===== src/rtl/fetch_unit.sv =====
// Instruction fetch stage: single-outstanding imem requests feeding a one-entry IR.
// Optional macro FETCH_PERF_EN adds fetch and stall performance counters.
module fetch_unit #(
  parameter int unsigned      WIDTH     = 32,
  parameter logic [WIDTH-1:0] RESET_PC  = '0,
  parameter int unsigned      PC_INC    = 4,
  parameter logic [WIDTH-1:0] NOP_INSTR = WIDTH'(32'h0000_0013)
) (
  input  logic             clk,
  input  logic             rst,
  output logic             imem_req,
  output logic [WIDTH-1:0] imem_addr,
  input  logic             imem_gnt,
  input  logic             imem_rvalid,
  input  logic [WIDTH-1:0] imem_rdata,
  input  logic             redirect,
  input  logic [WIDTH-1:0] redirect_pc,
  input  logic             stall,
  output logic             instr_valid,
  output logic [WIDTH-1:0] instr,
  output logic [WIDTH-1:0] instr_pc,
  output logic [WIDTH-8:0] imm_field
`ifdef FETCH_PERF_EN
  ,
  output logic [WIDTH-1:0] perf_fetch_cnt,
  output logic [WIDTH-1:0] perf_stall_cnt
`endif
);

  typedef enum logic [1:0] {StBoot, StReq, StWait, StDrain} state_e;

  state_e           r_state;
  logic [WIDTH-1:0] r_pc;
  logic [WIDTH-1:0] r_ir;
  logic [WIDTH-1:0] r_ipc;
  logic             r_valid;

  logic             w_req;
  logic             w_accept;
  logic             w_load;
  logic             w_consume;
  logic [WIDTH-1:0] w_redir_pc;

  // Holding off the request while a stalled IR is full keeps the IR from overflowing.
  assign w_req      = (r_state == StReq) && !(r_valid && stall);
  assign w_accept   = w_req && imem_gnt;
  assign w_load     = (r_state == StWait) && imem_rvalid && !redirect;
  assign w_consume  = r_valid && !stall;
  assign w_redir_pc = redirect_pc & ~WIDTH'(3);

  always_ff @(posedge clk or posedge rst) begin
    if (rst) begin
      r_state <= StBoot;
      r_pc    <= RESET_PC;
      r_ir    <= NOP_INSTR;
      r_ipc   <= RESET_PC;
      r_valid <= 1'b0;
    end else if (redirect) begin
      r_pc    <= w_redir_pc;
      r_valid <= 1'b0;
      r_ir    <= NOP_INSTR;
      // An in-flight response must be drained before fetching from the new target.
      case (r_state)
        StReq:           r_state <= w_accept ? StDrain : StReq;
        StWait, StDrain: r_state <= imem_rvalid ? StReq : StDrain;
        default:         r_state <= StReq;
      endcase
    end else begin
      case (r_state)
        StBoot:  r_state <= StReq;
        StReq:   if (w_accept) r_state <= StWait;
        StWait:  if (imem_rvalid) r_state <= StReq;
        StDrain: if (imem_rvalid) r_state <= StReq;
        default: r_state <= StBoot;
      endcase
      if (w_load) begin
        r_ir    <= imem_rdata;
        r_ipc   <= r_pc;
        r_valid <= 1'b1;
        r_pc    <= r_pc + WIDTH'(PC_INC);
      end else if (w_consume) begin
        r_valid <= 1'b0;
        r_ir    <= NOP_INSTR;
      end
    end
  end

  assign imem_req    = w_req;
  assign imem_addr   = r_pc;
  assign instr_valid = r_valid;
  assign instr       = r_ir;
  assign instr_pc    = r_ipc;
  assign imm_field   = r_ir[WIDTH-1:7];

`ifdef FETCH_PERF_EN
  logic [WIDTH-1:0] r_perf_fetch;
  logic [WIDTH-1:0] r_perf_stall;

  always_ff @(posedge clk or posedge rst) begin
    if (rst) begin
      r_perf_fetch <= '0;
      r_perf_stall <= '0;
    end else begin
      if (w_load) r_perf_fetch <= r_perf_fetch + WIDTH'(1);
      if (r_valid && stall) r_perf_stall <= r_perf_stall + WIDTH'(1);
    end
  end

  assign perf_fetch_cnt = r_perf_fetch;
  assign perf_stall_cnt = r_perf_stall;
`endif

endmodule


===== config.mk =====
export PLATFORM = sky130hd
export DESIGN_NAME = fetch_unit
export DESIGN_NICKNAME = d
export VERILOG_FILES = /design/src/rtl/fetch_unit.sv
export SDC_FILE = /design/constraint.sdc
export NUM_CORES = 1
export LEC_CHECK = 0
export ABC_AREA = 1
export CORE_UTILIZATION = 47
export CTS_CLUSTER_DIAMETER = 30
export CTS_CLUSTER_SIZE = 40
export DETAILED_ROUTE_END_ITERATION = 8
export PLACE_DENSITY = 0.85
export SETUP_SLACK_MARGIN = 0.05
export SYNTH_ARGS = -nofsm -noshare
export SYNTH_HDL_FRONTEND = slang
export SYNTH_SLANG_ARGS = --single-unit
export TNS_END_PERCENT = 50

===== constraint.sdc =====
create_clock -name clk -period 5.6 [get_ports clk]
set_input_delay 1.12 -clock clk [delete_from_list [all_inputs] [get_ports clk]]
set_output_delay 1.12 -clock clk [all_outputs]
set_load 0.005 [all_outputs]

==> metrics.txt <==
sum of net half-perimeters after detailed placement=10400 um; Final Hold Violating Endpoints=0; placeable core area=9860 um^2; initial antenna violation count=0; Slew headroom=0.332; WP buf/inv=3; Hold Path Depth=2; clock buffers created by TritonCTS=9; post-layout instance count excluding filler cells=891; number of fillers in the final layout=746; average cell area after synthesis=8.02 um^2; routed wirelength normalized by instance count=16.3 um; CP max stage cell=clkdlybuf4s50_1; Hold/Removal Path Class=reg2reg; wire length of the first global-routing pass=22000 um; crit-path leading delay family=buffers and inverters; initial cell density of the core=0.490; number of enable flip-flop cells after synthesis=0; leading post-synthesis cells by instance count=nand2_1, dfrtp_1, nor2_1; number of endpoints failing setup at the final stage=0; num ports=193; detailed router's first-iteration violation count=382; share of synthesized flip-flops with an asynchronous set or reset=1.00; proportion of synthesized chip area in sequential cells=0.492; Distinct cells, synth=34; Syn Std Cell Area=4830 um^2; Setup crit start=stall; first drt pass iteration count=6; setup slack on the worst flop-to-flop path=3440 ps; post-route cell area=6780 um^2; number of clock sinks seen by CTS=95; data arrival time at the worst-slack endpoint=2390 ps; worst-case vdd ir drop=173 uV; post-synthesis cell count=603; crit path max fanout=2; n_diodes=0; most repeated cell in the gate-level netlist after synthesis=nand2_1; P per Cell Area=328 nW/um^2; area growth from synthesis to final layout=40.3%; worst stage delay on the critical path=510 ps; origin of the worst min-delay path=instr_pc[4]; max_cap viols=0; most common flop cell mapped by yosys=dfrtp_1; largest net degree at the start of global routing=60; hold-fix buffers at CTS=0; Vias per Instance=5.39; width of the die=103 um; number of vias after detailed routing=4803; top cell type's share of synthesized area=0.476; DRC=0; required time of the worst setup path=4480 ps; count of state elements after synthesis=95; number of placement rows=36; cell type contributing the most total cell area after synthesis=dfrtp_1; yosys warns=0; area of the multi-input gates=1950 um^2; Highest Clock Rate=0.285 GHz; Routed Antenna Nets=0; Buffers on Ports=186; Total Neg Setup Slack=0 ps; CTS tree=done; layout cells sized above 1=0.0475; final critical delay including setup and external delays=3510 ps; clock tree root driver cell=clkbuf_8; number of cells on the worst reg-to-reg path=6; crit end category=output port; clock insertion delay at the later pin of the skew report=370 ps; capture point of the worst reg-to-reg path=instr[28]; FF+latch area=2380 um^2; H-tree Lvls=3; GRT Residual Overflow=0; Post-layout nets=824; portion of the clock cycle consumed by the worst path in the final layout=0.627; y dimension of the die=103 um; clock slew at the register clock pins of the worst setup and hold paths=90 ps; final WL=14500 um; worst reg2reg startpoint=r_state[1]; Worst Setup Path Type=in2out; status=finished, final reports clean; CTS max path bufs=2; worst clock skew=10.5 ps; top cells by area, synth=dfrtp_1, nand2_1, nor2_1; overall track demand over capacity in global routing=0.272; number of setup buffers added after CTS=0; cells resized by post-CTS repair=0; last weighted congestion value of the routability-driven placer=0.917; reported leakage power=3.06 nW; Worst-Margin Slew=999 ps; via count of the first global-routing pass=4423; Post-Place Cells=875; unrepaired setup endpoints after global routing=no; cells along the critical path=clkdlybuf4s50_1 -> nand2_1 -> inv_1 -> nor2_1 -> clkdlybuf4s50_1; number of max-slew violations in the final report=0; Hold Path Sink=instr_pc[4]; Total Die Area=10700 um^2; post-place instance area=6550 um^2; Most common cell on crit path=clkdlybuf4s50_1; Worst Setup Start Kind=primary input
## metal layers
| layer | track usage | up-vias | share of wire |
|---|---|---|---|
| li1 | - | 2213 | - |
| met1 | 0.344 | 2304 | 0.40 |
| met2 | 0.472 | 263 | 0.50 |
| met3 | 0.0410 | 23 | 0.081 |
| met4 | 0.0964 | 0 | 0.018 |
| met5 | 0 | - | 0 |
## placed cells by master, fill, tap and decap left out, types with 2 or more instances in the layout
cell             count
clkbuf_8             9
o21ai_0             18
buf_4                2
dfrtp_1             92
nand2_1            172
nor2_4               4
a211oi_1             2
nor3b_1              2
a22o_1              29
nor2_2               2
conb_1               4
nand3_1             32
bufinv_16            2
inv_1               41
o211ai_1             4
clkinvlp_4           2
nor3_1               6
and2_1               3
clkdlybuf4s50_1    186
dfstp_2              3
inv_2                4
a21oi_1             12
o22a_1               3
o21ai_1             22
nor2_1              88
nand4_1              2
## worst max path at each step
stage | end | cells after the start
3_5_place_dp | instr[3] | 5
2_1_floorplan | imem_addr[10] | 1
6_report | imem_req | 5
5_1_grt | instr[3] | 5
3_3_place_gp | instr[18] | 5
4_1_cts | imem_req | 5
## flip-flops by register name (all words and copies together), names as in the netlist
register,flops
imem_addr,30
instr_pc,30
instr_valid,1
instr,32
r_state,2
## tightest hold or removal path: stages, from the launching register on
cell and delay [ps]:
dfrtp_1 350, nand2_1 60, nand2_1 50
## kinds of logic (layout without fill, tap and decap cells)
| family | Yosys count | in the layout | share of synthesized area |
|---|---|---|---|
| simple gates | 314 | 314 | 0.269 |
| other cells | 1 | 4 | 0.000776 |
| compound gates | 94 | 94 | 0.129 |
| fa+ha+maj | 1 | 1 | 0.00259 |
| buf+inv | 98 | 250 | 0.106 |
| flops | 95 | 95 | 0.492 |
## through the flow
step	power [mW]	worst slack [ps]	hold slack, ps	util
floorplan	1.26	2010	465	-
global placement	1.69	1760	455	0.664
detailed placement	1.71	1740	457	0.664
CTS	2.23	2070	480	0.687
global route	2.35	1920	505	0.687
finish	2.22	2090	482	0.687
## area by class of cell
cell class	count	area share
Clock inverter	7	0.0153
Tap cell	133	0.0245
Sequential cell	95	0.351
Inverter	46	0.0258
Clock buffer	9	0.0183
Timing Repair Buffer	188	0.277
Multi-Input combinational cell	413	0.288
## power breakdown
part	internal [mW]	switching, mW
logic	0.423	0.315
registers	0.840	0.129
clock network	0.257	0.259
No activity file was read; power rests on OpenSTA's default activity.
==> RTL change 1: new RTL, config.mk and constraints unchanged <==
The option `FETCH_PERF_EN` is turned on by a define.
--- a/src/rtl/fetch_unit.sv
+++ b/src/rtl/fetch_unit.sv
@@ -1,4 +1,6 @@
 // Instruction fetch stage: single-outstanding imem requests feeding a one-entry IR.
 // Optional macro FETCH_PERF_EN adds fetch and stall performance counters.
+`define FETCH_PERF_EN
+
 module fetch_unit #(
   parameter int unsigned      WIDTH     = 32,
Behaviour (old outputs only; new: perf_fetch_cnt and perf_stall_cnt): unchanged (Yosys induction, for registers that start in step).
==> RTL change 1 against the original RTL <==
Power is 55% higher; clock skew is 2.3 ps lower; design area is 66% higher; sequential cell count is 64 higher; worst hold slack hardly changed; core utilization is 1.7 points lower; synthesized area is 69% higher; worst setup slack worse by 360 ps; non-clock buffer count is 66 higher; routed wire length is 60% higher; via count is 58% higher; combinational power is 10% higher; critical path type unchanged; highest routed layer unchanged.
==> RTL change 1: results (changes against the original RTL) <==
Global route
  – Global-route wire length before repair: 37.4 mm (+70%)
  – Largest net degree at the start of global routing: 99 (+65%)
  – M2 GR Usage: 44.6% (-2.6 points)

Cells and area
  – Clock buf/inv share: 5.26% (+1.9 points)
  – Nets: 1286 (+56%)
  – Number of non-clock buffers: 254 (+35%)
  – Inverters: 92 (+100%)
  – FILL cells: 1366 (+83%)
  – Seq/total area: 35.5% (+0.34 points)
  – Layout cells sized above 1: 5.96% (+1.2 points)

Power and ir drop
  – Pwr dens: 307 nW/um2 (-6.5%)
  – Sequential power: 0.00147 W (+52%)
  – Maximum vdd drop: 0.000243 V (+40%)
  – Psw: 0.000960 W (+36%)
  – Sw Ratio: 27.9% (-3.8 points)
  – P_clk: 0.00116 W (+120%)

Detailed routing
  – DR iter-0 viols: 533 (+40%)
  – Vias: 7612 (+58%)
  – Routed len/inst: 16.0 um (-1.6%)
  – Routed met1 length: 9.95 mm (+73%)
  – Vias per cell: 5.26 (-2.3%)

Yosys
  – Post-synth top cells: nand2_1 (289), dfrtp_1 (156), nor2_1 (113)

Run status
  – Status: complete, no violations

Placement
  – Post-DP HPWL: 17.2 mm (+65%)
  – Setup WS pre-CTS: 1700 ps (-45.7 ps)
  – Buffers added on ports: 250 (+34%)

Critical path
  – CP max FO: 8 (+6)
  – Worst path arrival time: 2750 ps (+360 ps)

Timing
  – Relative slew slack: 39.9% (+6.7 points)

Clock tree
  – CTS root buf: clkbuf_16

Floorplan
  – Core Region: 16800 um2 (+70%)
[RTL change 1: kinds of logic after synthesis]
kind of cell / after synthesis / synth area share, %
adders and majority gates: 3 / 0.460
AOI/OAI and AO/OA: 100 / 8.49
DFF: 159 / 48.8
and+or+nand+nor: 541 / 29.3
xor gates and xnor gates: 41 / 4.40
buffers and inverters: 145 / 8.46
other: 1 / 0.0459
[RTL change 1: final timing paths]
| kind | end | startpoint | slack (ps) | depth (start not counted) |
|---|---|---|---|---|
| min in group asynchronous | perf_fetch_cnt[19] | rst | 1280 | 2 |
| setup reg to reg | imem_addr[17] | r_state[0] | 3230 | 6 |
| setup / recovery | imem_req | stall | 1730 | 5 |
| hold reg to reg | instr_pc[3] | instr_pc[3] | 480 | 2 |
| hold / removal | instr_pc[3] | instr_pc[3] | 480 | 2 |
| max in group asynchronous | perf_stall_cnt[13] | rst | 3300 | 3 |
[RTL change 1: tightest hold or removal path, delay by kind of cell (launching register included)]
family,cells,cell delay (ps)
flops,1,340
simple gates,2,100
==> RTL change 2: new RTL, same flow settings <==
Made on the original files. The 4 states of `state_e` get a Gray code encoding in 2 bits.
--- a/src/rtl/fetch_unit.sv
+++ b/src/rtl/fetch_unit.sv
@@ -28,5 +28,5 @@
 );
 
-  typedef enum logic [1:0] {StBoot, StReq, StWait, StDrain} state_e;
+  typedef enum logic [1:0] {StBoot = 2'b00, StReq = 2'b01, StWait = 2'b11, StDrain = 2'b10} state_e;
 
   state_e           r_state;
Behaviour: no difference found for any inputs over 10 cycles, from zero or initial values and one cycle with rst high; not proved beyond that.
==> RTL change 2 against the original RTL <==
Clock skew grew 1.2 ps; power grew 10%; first-iteration DRC count shrank 31%; worst setup slack lost 86 ps; design area shrank 1.9%; routed wire length shrank 2.9%; sequential cell count is the same; synthesized area shrank 3.1%; critical path type is now input port to flop; critical endpoint is now instr[23].
==> RTL change 2: results (changes against the original RTL) <==
Run status
  – Status: complete, no violations

Yosys
  – Top cells by area, synth: dfrtp_1 (49%), nand2_1 (12%), a22o_1 (5.4%)
  – Seq/Total Area, Yosys: 50.8% (+1.6 points)
  – Post-synth top cells: nand2_1 (146), dfrtp_1 (92), nor2_1 (64)
  – Post-synthesis area per instance: 8.30 um2 (+3.5%)
  – Fraction of registers with async set/reset: 100% (unchanged)
  – Yosys cell types: 31 (-8.8%)
  – Primary FF master, synth: dfrtp_1
  – Ys Warns: 0 (unchanged)

Clock tree
  – Clk Latency, worst-skew pair: 370 ps (about the same)
  – Worst-path clk slew: approximately 100 ps
  – Max Buffers Root-to-Sink: 2 (unchanged)
  – Post-CTS setup buffer count: 0 (unchanged)
  – CTS root buf: clkbuf_8
  – Post_cts resized: 0 (unchanged)
  – H-Tree Depth: 3 (unchanged)

Timing
  – Fin Clk Skew: 11.6 ps (+1.15 ps)
  – Least-Margin Pin Slew: 999 ps (+0.0876 ps)

Placement
  – Area after DPL: 6440 um2 (-1.7%)
  – Final Wtd Congestion: 0.889 (-3.0%)
  – Post-DP HPWL: 10.2 mm (-2.6%)
  – Placed insts: 839 (-4.1%)
  – Setup WS pre-CTS: 1690 ps (-52.4 ps)
  – Buffers added on ports: 186 (unchanged)

Critical path
  – Slowest stage delay, CP: 610 ps (+100 ps)
  – CP max FO: 32 (+30)
  – Worst path arrival time: 3850 ps (+1460 ps)
  – Slowest CP cell: nand2_1

Power and ir drop
  – Leak Pwr: 2.95 nW (-3.6%)
  – Maximum vdd drop: 0.000209 V (+21%)
  – Psw: 0.000834 W (+19%)

Global route
  – Global-route wire length before repair: 22.0 mm (+0.19%)
  – Initial antenna violation count: 0 (unchanged)
  – Vias in the first global route: 4417 (-0.14%)
  – Largest net degree at the start of global routing: 62 (+3.3%)
  – Tot GR Track Use: 27.5% (+0.38 points)

Cells and area
  – Fin cells: 855 (-4.0%)
  – Ant diodes: 0 (unchanged)
  – FILL cells: 797 (+6.8%)
  – Syn-to-layout area delta: 41.9%
  – Nets: 788 (-4.4%)
  – Layout cells sized above 1: 5.12% (+0.38 points)

Detailed routing
  – Post-Route WL: 14.1 mm (-2.9%)
  – DR iter-0 viols: 263 (-31%)
  – First drt pass iteration count: 5 (-1)
  – Vias per cell: 5.36 (-0.63%)

Worst hold path
  – Worst hold path class: flop to flop
## RTL change 2: worst max-delay path: cells and delay by family
kind / cells / cell delay (ps)
AO/OA/AOI/OAI: 2 / 460
buffers and inverters: 5 / 1630
AND/OR/NAND/NOR: 1 / 610
## RTL change 2: path summary, 6_finish.rpt
check | startpoint | endpoint | slack, ps | depth (start not counted)
min reg2reg | instr_pc[12] | instr_pc[12] | 480 | 2
min | instr_pc[12] | instr_pc[12] | 480 | 2
max reg2reg | r_state[1] | instr[23] | 3230 | 6
max | redirect | instr[23] | 2010 | 8
min in group asynchronous | rst | instr[30] | 1220 | 2
max in group asynchronous | rst | instr[4] | 3380 | 3
## RTL change 2: cell families after synthesis
kind of cell,synth area share [%]
AO/OA/AOI/OAI,13.7
flip-flops,50.8
other,0.0800
XOR/XNOR,0.374
buffers and inverters,11.0
adder cells (fa/ha/maj),0.267
AND/OR/NAND/NOR,23.8
## RTL change 2: power by group through the flow
stage                     Combinational, W  Clock (W)  Sequential, W
final                             0.000920   0.000491        0.00104
after global routing               0.00101   0.000517        0.00107
after CTS                         0.000924   0.000492        0.00104
after detailed placement          0.000918          0        0.00105
after global placement            0.000892          0        0.00104
after floorplan                   0.000376          0        0.00104
## RTL change 2: per-layer routing
layer / global-route usage (%) / vias to the layer above / part of all wire [%]
met1: 35.9 / 2215 / 41
li1: - / 2120 / -
met3: 3.97 / 32 / 6.5
met4: 10.4 / 0 / 2.6
met2: 46.7 / 213 / 50
met5: 0 / - / 0
## RTL change 2: cell type report
| type | count | share of cell area (%) |
|---|---|---|
| sequential | 95 | 35.8 |
| clock inverter | 7 | 1.34 |
| tap | 133 | 2.50 |
| inverter | 52 | 2.97 |
| multi-input combinational | 370 | 27.2 |
| timing repair buffer | 189 | 28.3 |
| clock buffer | 9 | 1.86 |
